## config.mk

```make
export PLATFORM = sky130hd
export DESIGN_NAME = fpmult_radix
export DESIGN_NICKNAME = d
export VERILOG_FILES = /design/src/rtl/fpmult_radix.sv
export SDC_FILE = /design/constraint.sdc
export NUM_CORES = 1
export LEC_CHECK = 0
export BUFFER_PORTS_ARGS = -buffer_cell sky130_fd_sc_hd__buf_2
export CORE_ASPECT_RATIO = 1.25
export CORE_MARGIN = 2
export CORE_UTILIZATION = 45
export CTS_CLUSTER_DIAMETER = 80
export DETAILED_ROUTE_END_ITERATION = 7
export GPL_ROUTABILITY_DRIVEN = 0
export HOLD_SLACK_MARGIN = 0.05
export PLACE_DENSITY = 0.65
export RECOVER_POWER = 25
export SYNTH_ARGS = -nofsm -noshare
export SYNTH_HDL_FRONTEND = slang
export SYNTH_SLANG_ARGS = --single-unit
export TNS_END_PERCENT = 20
```

## constraint.sdc

```tcl
create_clock -name clk -period 7.8 [get_ports clk]
set_input_delay 0.39 -clock clk [delete_from_list [all_inputs] [get_ports clk]]
set_output_delay 0.39 -clock clk [all_outputs]
set_load 0.02 [all_outputs]
```

## src/rtl/fpmult_radix.sv

```systemverilog
// Iterative fixed-point multiplier: c = (a*b) >> D, retiring K multiplier bits per cycle,
// with per-transaction rounding, optional saturation and an overflow flag.
//
// Handshake: operands transfer on a clock edge where recv_val && recv_rdy; the result
// transfers on an edge where send_val && send_rdy. recv_rdy and send_val are registered
// and never high together, so at most one transaction is in flight.
module fpmult_radix #(
  parameter int N    = 32,
  parameter int D    = 16,
  parameter int SIGN = 1,
  parameter int K    = 2,
  parameter int SAT  = 1
) (
  input  logic         clk,
  input  logic         reset,
  input  logic         recv_val,
  output logic         recv_rdy,
  input  logic [N-1:0] a,
  input  logic [N-1:0] b,
  input  logic         rnd,
  output logic         send_val,
  input  logic         send_rdy,
  output logic [N-1:0] c,
  output logic         ovf
);

  localparam int W     = 2 * N;
  localparam int STEPS = N / K;
  localparam int CW    = (STEPS > 1) ? $clog2(STEPS) : 1;
  localparam int RSH   = (D > 0) ? D - 1 : 0;

  localparam logic [CW-1:0] LAST    = CW'(STEPS - 1);
  localparam logic [W-1:0]  RND_ONE = (D > 0) ? (W'(1) << RSH) : '0;
  localparam logic [N-1:0]  SMAX    = {1'b0, {(N-1){1'b1}}};
  localparam logic [N-1:0]  SMIN    = {1'b1, {(N-1){1'b0}}};
  localparam logic [N-1:0]  UMAX    = {N{1'b1}};

  typedef enum logic [1:0] {
    IDLE = 2'd0,
    CALC = 2'd1,
    DONE = 2'd2
  } state_t;

  state_t        state;
  logic [CW-1:0] cnt;
  logic [W-1:0]  acc;
  logic [W-1:0]  a_sh;
  logic [N-1:0]  b_sh;

  logic          last;
  logic          digit_top;
  logic [W-1:0]  digit_ext;
  logic [W-1:0]  pp;
  logic [W-1:0]  acc_next;
  logic [W-1:0]  r;
  logic [N:0]    sign_hi;
  logic          ovf_next;
  logic [N-1:0]  c_next;
  logic [W-1:0]  a_ext;

  // The product is kept modulo 2^W, so the low W bits of a_sh*digit are the same for
  // signed and unsigned interpretation once both are extended to W bits.
  always_comb begin
    last      = (cnt == LAST);
    digit_top = (SIGN != 0 && last) ? b_sh[K-1] : 1'b0;
    digit_ext = {{(W-K){digit_top}}, b_sh[K-1:0]};
    pp        = a_sh * digit_ext;
    acc_next  = acc + pp;

    if (SIGN != 0) r = $signed(acc_next) >>> D;
    else           r = acc_next >> D;

    sign_hi = r[W-1:N-1];
    if (SIGN != 0) ovf_next = !((&sign_hi) || !(|sign_hi));
    else           ovf_next = |r[W-1:N];

    c_next = r[N-1:0];
    if (ovf_next && SAT != 0) begin
      if (SIGN != 0) c_next = r[W-1] ? SMIN : SMAX;
      else           c_next = UMAX;
    end

    if (SIGN != 0) a_ext = {{N{a[N-1]}}, a};
    else           a_ext = {{N{1'b0}}, a};
  end

  always_ff @(posedge clk) begin
    if (reset) begin
      state    <= IDLE;
      cnt      <= '0;
      acc      <= '0;
      a_sh     <= '0;
      b_sh     <= '0;
      recv_rdy <= 1'b1;
      send_val <= 1'b0;
      c        <= '0;
      ovf      <= 1'b0;
    end else begin
      case (state)
        IDLE: begin
          if (recv_val) begin
            // Seeding the accumulator with the rounding constant folds P + 2^(D-1) into the loop.
            a_sh     <= a_ext;
            b_sh     <= b;
            acc      <= rnd ? RND_ONE : '0;
            cnt      <= '0;
            recv_rdy <= 1'b0;
            state    <= CALC;
          end
        end
        CALC: begin
          acc  <= acc_next;
          a_sh <= a_sh << K;
          b_sh <= b_sh >> K;
          cnt  <= cnt + 1'b1;
          if (last) begin
            cnt      <= '0;
            c        <= c_next;
            ovf      <= ovf_next;
            send_val <= 1'b1;
            state    <= DONE;
          end
        end
        DONE: begin
          if (send_rdy) begin
            send_val <= 1'b0;
            recv_rdy <= 1'b1;
            state    <= IDLE;
          end
        end
        default: begin
          state    <= IDLE;
          recv_rdy <= 1'b1;
          send_val <= 1'b0;
        end
      endcase
    end
  end

endmodule

```

==> impl_metrics.xml <==
<?xml version="1.0" encoding="UTF-8"?>
<metrics>
  <group name="sta">
    <metric name="report.final.setup_viol" unit="">0</metric>
    <metric name="fin_skew" unit="ns">0.0176</metric>
    <metric name="maxSlewHeadroom" unit="%">-114</metric>
    <metric name="setup_slack" unit="ns">0.587</metric>
    <metric name="setup-tns-final" unit="ns">0</metric>
    <metric name="fmaxAchievable" unit="MHz">139</metric>
    <metric name="slew_viol_final" unit="">151</metric>
    <metric name="grt_setup_unrepaired" unit="">false</metric>
    <metric name="worst_pin_slew" unit="ns">3.21</metric>
    <metric name="worst_hold_slack_across_all_endpoints" unit="ns">0.178</metric>
    <metric name="finalWorstPathRequiredPeriod" unit="ns">7.21</metric>
    <metric name="final_cycle_share" unit="%">92.5</metric>
    <metric name="timing_hold_violations_final" unit="">0</metric>
  </group>
  <group name="synthesis">
    <metric name="syn_area_per_cell" unit="sq um">7.97</metric>
    <metric name="synth-main-ff-cell" unit="">sky130_fd_sc_hd__dfxtp_1</metric>
    <metric name="synth_nets" unit="">2412</metric>
    <metric name="synth-edff-count" unit="">0</metric>
    <metric name="synthesis.instances" unit="">2093</metric>
    <metric name="synth_cell_type_count" unit="">67</metric>
    <metric name="synth_warnings" unit="">0</metric>
    <metric name="synth_sequential_area_ratio" unit="%">24.1</metric>
    <metric name="synth-async-reset-ratio" unit="%">0</metric>
    <metric name="netlist_area" unit="sq um">16700</metric>
    <metric name="ffs_latches_synth" unit="">201</metric>
  </group>
  <group name="placement">
    <metric name="hpwlAfterDp" unit="um">34400</metric>
    <metric name="dp_cells" unit="">2549</metric>
    <metric name="port_buffers" unit="">103</metric>
    <metric name="dp_worst_setup_slack" unit="ns">0.643</metric>
  </group>
  <group name="run_status">
    <metric name="violations" unit="">max-capacitance violations, max-slew violations</metric>
    <metric name="outcome" unit="">finished, violations left</metric>
  </group>
  <group name="detailed_routing">
    <metric name="dr.first_iter.drc_count" unit="">997</metric>
    <metric name="total_length_of_routed_wires" unit="um">47300</metric>
    <metric name="routedWlPerCell" unit="um">18.2</metric>
    <metric name="post_drt_via_cell_ratio" unit="">5.82</metric>
    <metric name="first_pass_iters" unit="">5</metric>
    <metric name="num_vias" unit="">15100</metric>
    <metric name="antenna_nets_post_route" unit="">0</metric>
    <metric name="route.detailed.drc" unit="">0</metric>
  </group>
  <group name="clock_tree">
    <metric name="latest_clock_arrival_within_the_worst_skew_pair" unit="ns">0.55</metric>
    <metric name="number_of_hold_buffers_added_after_cts" unit="">0</metric>
    <metric name="cts_tree" unit="">built</metric>
    <metric name="cts_num_sinks" unit="">201</metric>
    <metric name="postCtsResizedCells" unit="">0</metric>
    <metric name="worst_setup_hold_path_clk_slew" unit="ns">0.06</metric>
    <metric name="post-cts-setup-buffer-count" unit="">0</metric>
    <metric name="htreeDepth" unit="">1</metric>
    <metric name="cts_max_path_buffers" unit="">3</metric>
    <metric name="clockRootBuffer" unit="">sky130_fd_sc_hd__clkbuf_16</metric>
    <metric name="cts_made_buffers" unit="">25</metric>
  </group>
  <group name="grt">
    <metric name="grt_first_pass_wirelength" unit="um">75900</metric>
    <metric name="gr_overflow_total" unit="">0</metric>
    <metric name="antenna_found_initial" unit="">0</metric>
    <metric name="grt_pass1_vias" unit="">14600</metric>
    <metric name="grt_max_degree" unit="">143</metric>
    <metric name="track_usage" unit="%">24.4</metric>
  </group>
  <group name="worst_hold_path">
    <metric name="min_delay_worst_endpoint" unit="">state[1]</metric>
    <metric name="min_path_type" unit="">input port to register</metric>
    <metric name="min_path_cells" unit="">4</metric>
    <metric name="worst_hold_startpoint" unit="">send_rdy</metric>
  </group>
  <group name="layout">
    <metric name="antenna-diode-count" unit="">0</metric>
    <metric name="fraction_of_layout_instances_using_a_drive_strength_above_1" unit="%">7.23</metric>
    <metric name="area.growth.synth_to_final" unit="%">9.33</metric>
    <metric name="final_cell_count_no_fill" unit="">2595</metric>
    <metric name="finish.net_count" unit="">2415</metric>
  </group>
  <group name="floorplan">
    <metric name="ioPinCount" unit="">104</metric>
    <metric name="design.core.area" unit="sq um">36400</metric>
    <metric name="floorplan.die_area" unit="sq um">38600</metric>
    <metric name="floorplan.initialDensity" unit="%">45.8</metric>
    <metric name="die_w" unit="um">176</metric>
    <metric name="rows" unit="">78</metric>
    <metric name="die_y" unit="um">219</metric>
  </group>
  <group name="worst_setup_path">
    <metric name="cp_data_arrival_time" unit="ns">7.57</metric>
    <metric name="critical_path_required" unit="ns">8.16</metric>
    <metric name="critPathSlowestCell" unit="">sky130_fd_sc_hd__o31a_1</metric>
    <metric name="worst_r2r_startpoint" unit="">cnt[0]</metric>
    <metric name="r2r_cells" unit="">23</metric>
    <metric name="critical_path.endpoint_type" unit="">register</metric>
    <metric name="worst-r2r-setup-slack" unit="ns">0.59</metric>
    <metric name="critical_path.startpoint_type" unit="">register</metric>
    <metric name="cells_along_the_critical_path" unit="">ha_1 &gt; and3_1 &gt; nand2_2 &gt; or2_2 &gt; fa_1 &gt; fa_1 &gt; fa_1 &gt; inv_1 &gt; ha_1 &gt; inv_1 &gt; fa_1 &gt; nand2b_1 &gt; a21oi_1 &gt; o22a_1 &gt; a21oi_1 &gt; o21ba_2 &gt; o21ai_0 &gt; a31o_2 &gt; a21oi_1 &gt; o21ai_0 &gt; xnor2_1 &gt; o31a_1 &gt; o32ai_1</metric>
    <metric name="r2r-end" unit="">c[2]</metric>
    <metric name="path_max_fanout" unit="">31</metric>
    <metric name="cp_common_cell" unit="">sky130_fd_sc_hd__fa_1</metric>
    <metric name="path_type_of_the_worst_setup_path" unit="">register to register</metric>
    <metric name="slowest_delay" unit="ns">1.05</metric>
  </group>
  <group name="pwr">
    <metric name="power.ir.vdd_worst" unit="mV">0.145</metric>
    <metric name="cellInternalPower" unit="mW">2.00</metric>
    <metric name="comb_power_share" unit="%">16.3</metric>
    <metric name="share_seq_of_total_power" unit="%">39.5</metric>
    <metric name="netSwitchingPower" unit="uW">860</metric>
    <metric name="power_switching_share" unit="%">30.1</metric>
    <metric name="power.static_leakage" unit="nW">8.31</metric>
    <metric name="power_per_cell_area" unit="nW/um^2">157</metric>
    <metric name="p_clk_share" unit="%">44.1</metric>
  </group>
  <group name="run">
    <metric name="max_cap_violations" unit="">3</metric>
  </group>
</metrics>
placed cells by master (no fill, tap or decap), drive strengths merged, types with 12 or more instances in the layout:
cell type	synthesis	layout
clkbuf	127	65
or2	12	12
xnor2	31	31
and2	121	121
o32ai	31	31
nand3	17	17
dfxtp	201	201
ha	126	126
buf	20	86
nand2	116	116
a22oi	89	89
nor2	435	435
nor2b	73	73
inv	32	36
a21o	21	21
nand4	30	30
nor3	76	76
xor2	27	27
a21oi	201	201
fa	124	124
o21ai	62	62
power groups by stage:
stage	Combinational, mW	Sequential, mW	Clock, mW
after floorplan	0.347	1.13	0
after global placement	0.455	1.15	0
after detailed placement	0.462	1.15	0
after CTS	0.466	1.13	1.29
after global routing	0.525	1.14	1.33
final	0.467	1.13	1.26
how the worst max path moves through the flow:
stage / start / end / slack (ns) / depth (start not counted)
after detailed placement: cnt[0] / c[2] / 0.64 / 23
after global placement: cnt[0] / c[23] / 0.91 / 23
after global routing: cnt[0] / c[0] / 0.05 / 23
after CTS: cnt[0] / c[2] / 0.62 / 23
after floorplan: cnt[0] / c[0] / 1.65 / 24
final: cnt[0] / c[2] / 0.59 / 23
per-stage QoR:
step | total power [mW] | cell area (sq um) | util, %
final | 2.86 | 18200 | 50.1
after global routing | 2.99 | 18200 | 50.1
after CTS | 2.88 | 18300 | 50.3
after detailed placement | 1.61 | 17400 | 47.8
after global placement | 1.61 | 17400 | 47.8
after floorplan | 1.48 | 16700 | -
synthesized netlist by cell type (all sizes together) (30+ instances only):
master	n	share of area, %
nor2	435	9.8
nor3	76	2.3
and2	121	4.5
nand2	116	2.6
ha	126	9.5
fa	124	15
inv	32	0.72
nor2b	73	2.7
clkbuf	127	2.9
nand4	30	1.1
o21ai	62	1.9
o32ai	31	1.6
dfxtp	201	24
a21oi	201	6.1
xnor2	31	1.6
a22oi	89	4.0
area by class of cell:
| type | count | area (sq um) |
|---|---|---|
| timing repair buffer | 123 | 621 |
| sequential | 201 | 4030 |
| fill | 3567 | 18200 |
| multi-input combinational | 1713 | 12000 |
| clock buffer | 28 | 657 |
| clock inverter | 18 | 234 |
| tap | 480 | 601 |
| inverter | 32 | 120 |
cells by family (layout without fill, tap and decap cells):
group	Yosys count	count (layout)	synth area share [%]
AO/OA/AOI/OAI	488	488	18.7
XOR/XNOR	58	58	3.05
adder cells (fa/ha/maj)	250	250	24.3
buffers and inverters	179	201	4.23
flip-flops	201	201	24.1
multiplexers	1	1	0.0600
AND/OR/NAND/NOR	916	916	25.5
registers in the layout, summed over array words and instances (netlist names):
| signal | cells |
|---|---|
| send_val | 1 |
| cnt | 4 |
| recv_rdy | 1 |
| state | 2 |
| acc | 64 |
| b_sh | 32 |
| c | 32 |
| ovf | 1 |
| a_sh | 64 |
per-layer routing:
metal / vias up / wire, um / GRT usage [%]
li1: 7230 / - / -
met1: 7281 / 18500 / 28.4
met2: 439 / 23500 / 42.2
met3: 165 / 2220 / 3.31
met4: 0 / 3100 / 15.3
met5: - / 0 / 0
worst max-delay path: cells and delay by family, from the launching register on:
family	cells	cell delay [ns]
buffers and inverters	2	0.13
DFF	1	0.37
adders and majority gates	6	2.27
AOI/OAI and AO/OA	10	3.22
xor gates and xnor gates	1	0.19
and+or+nand+nor	4	0.81
Note: power is estimated with default switching activity, not from simulation.
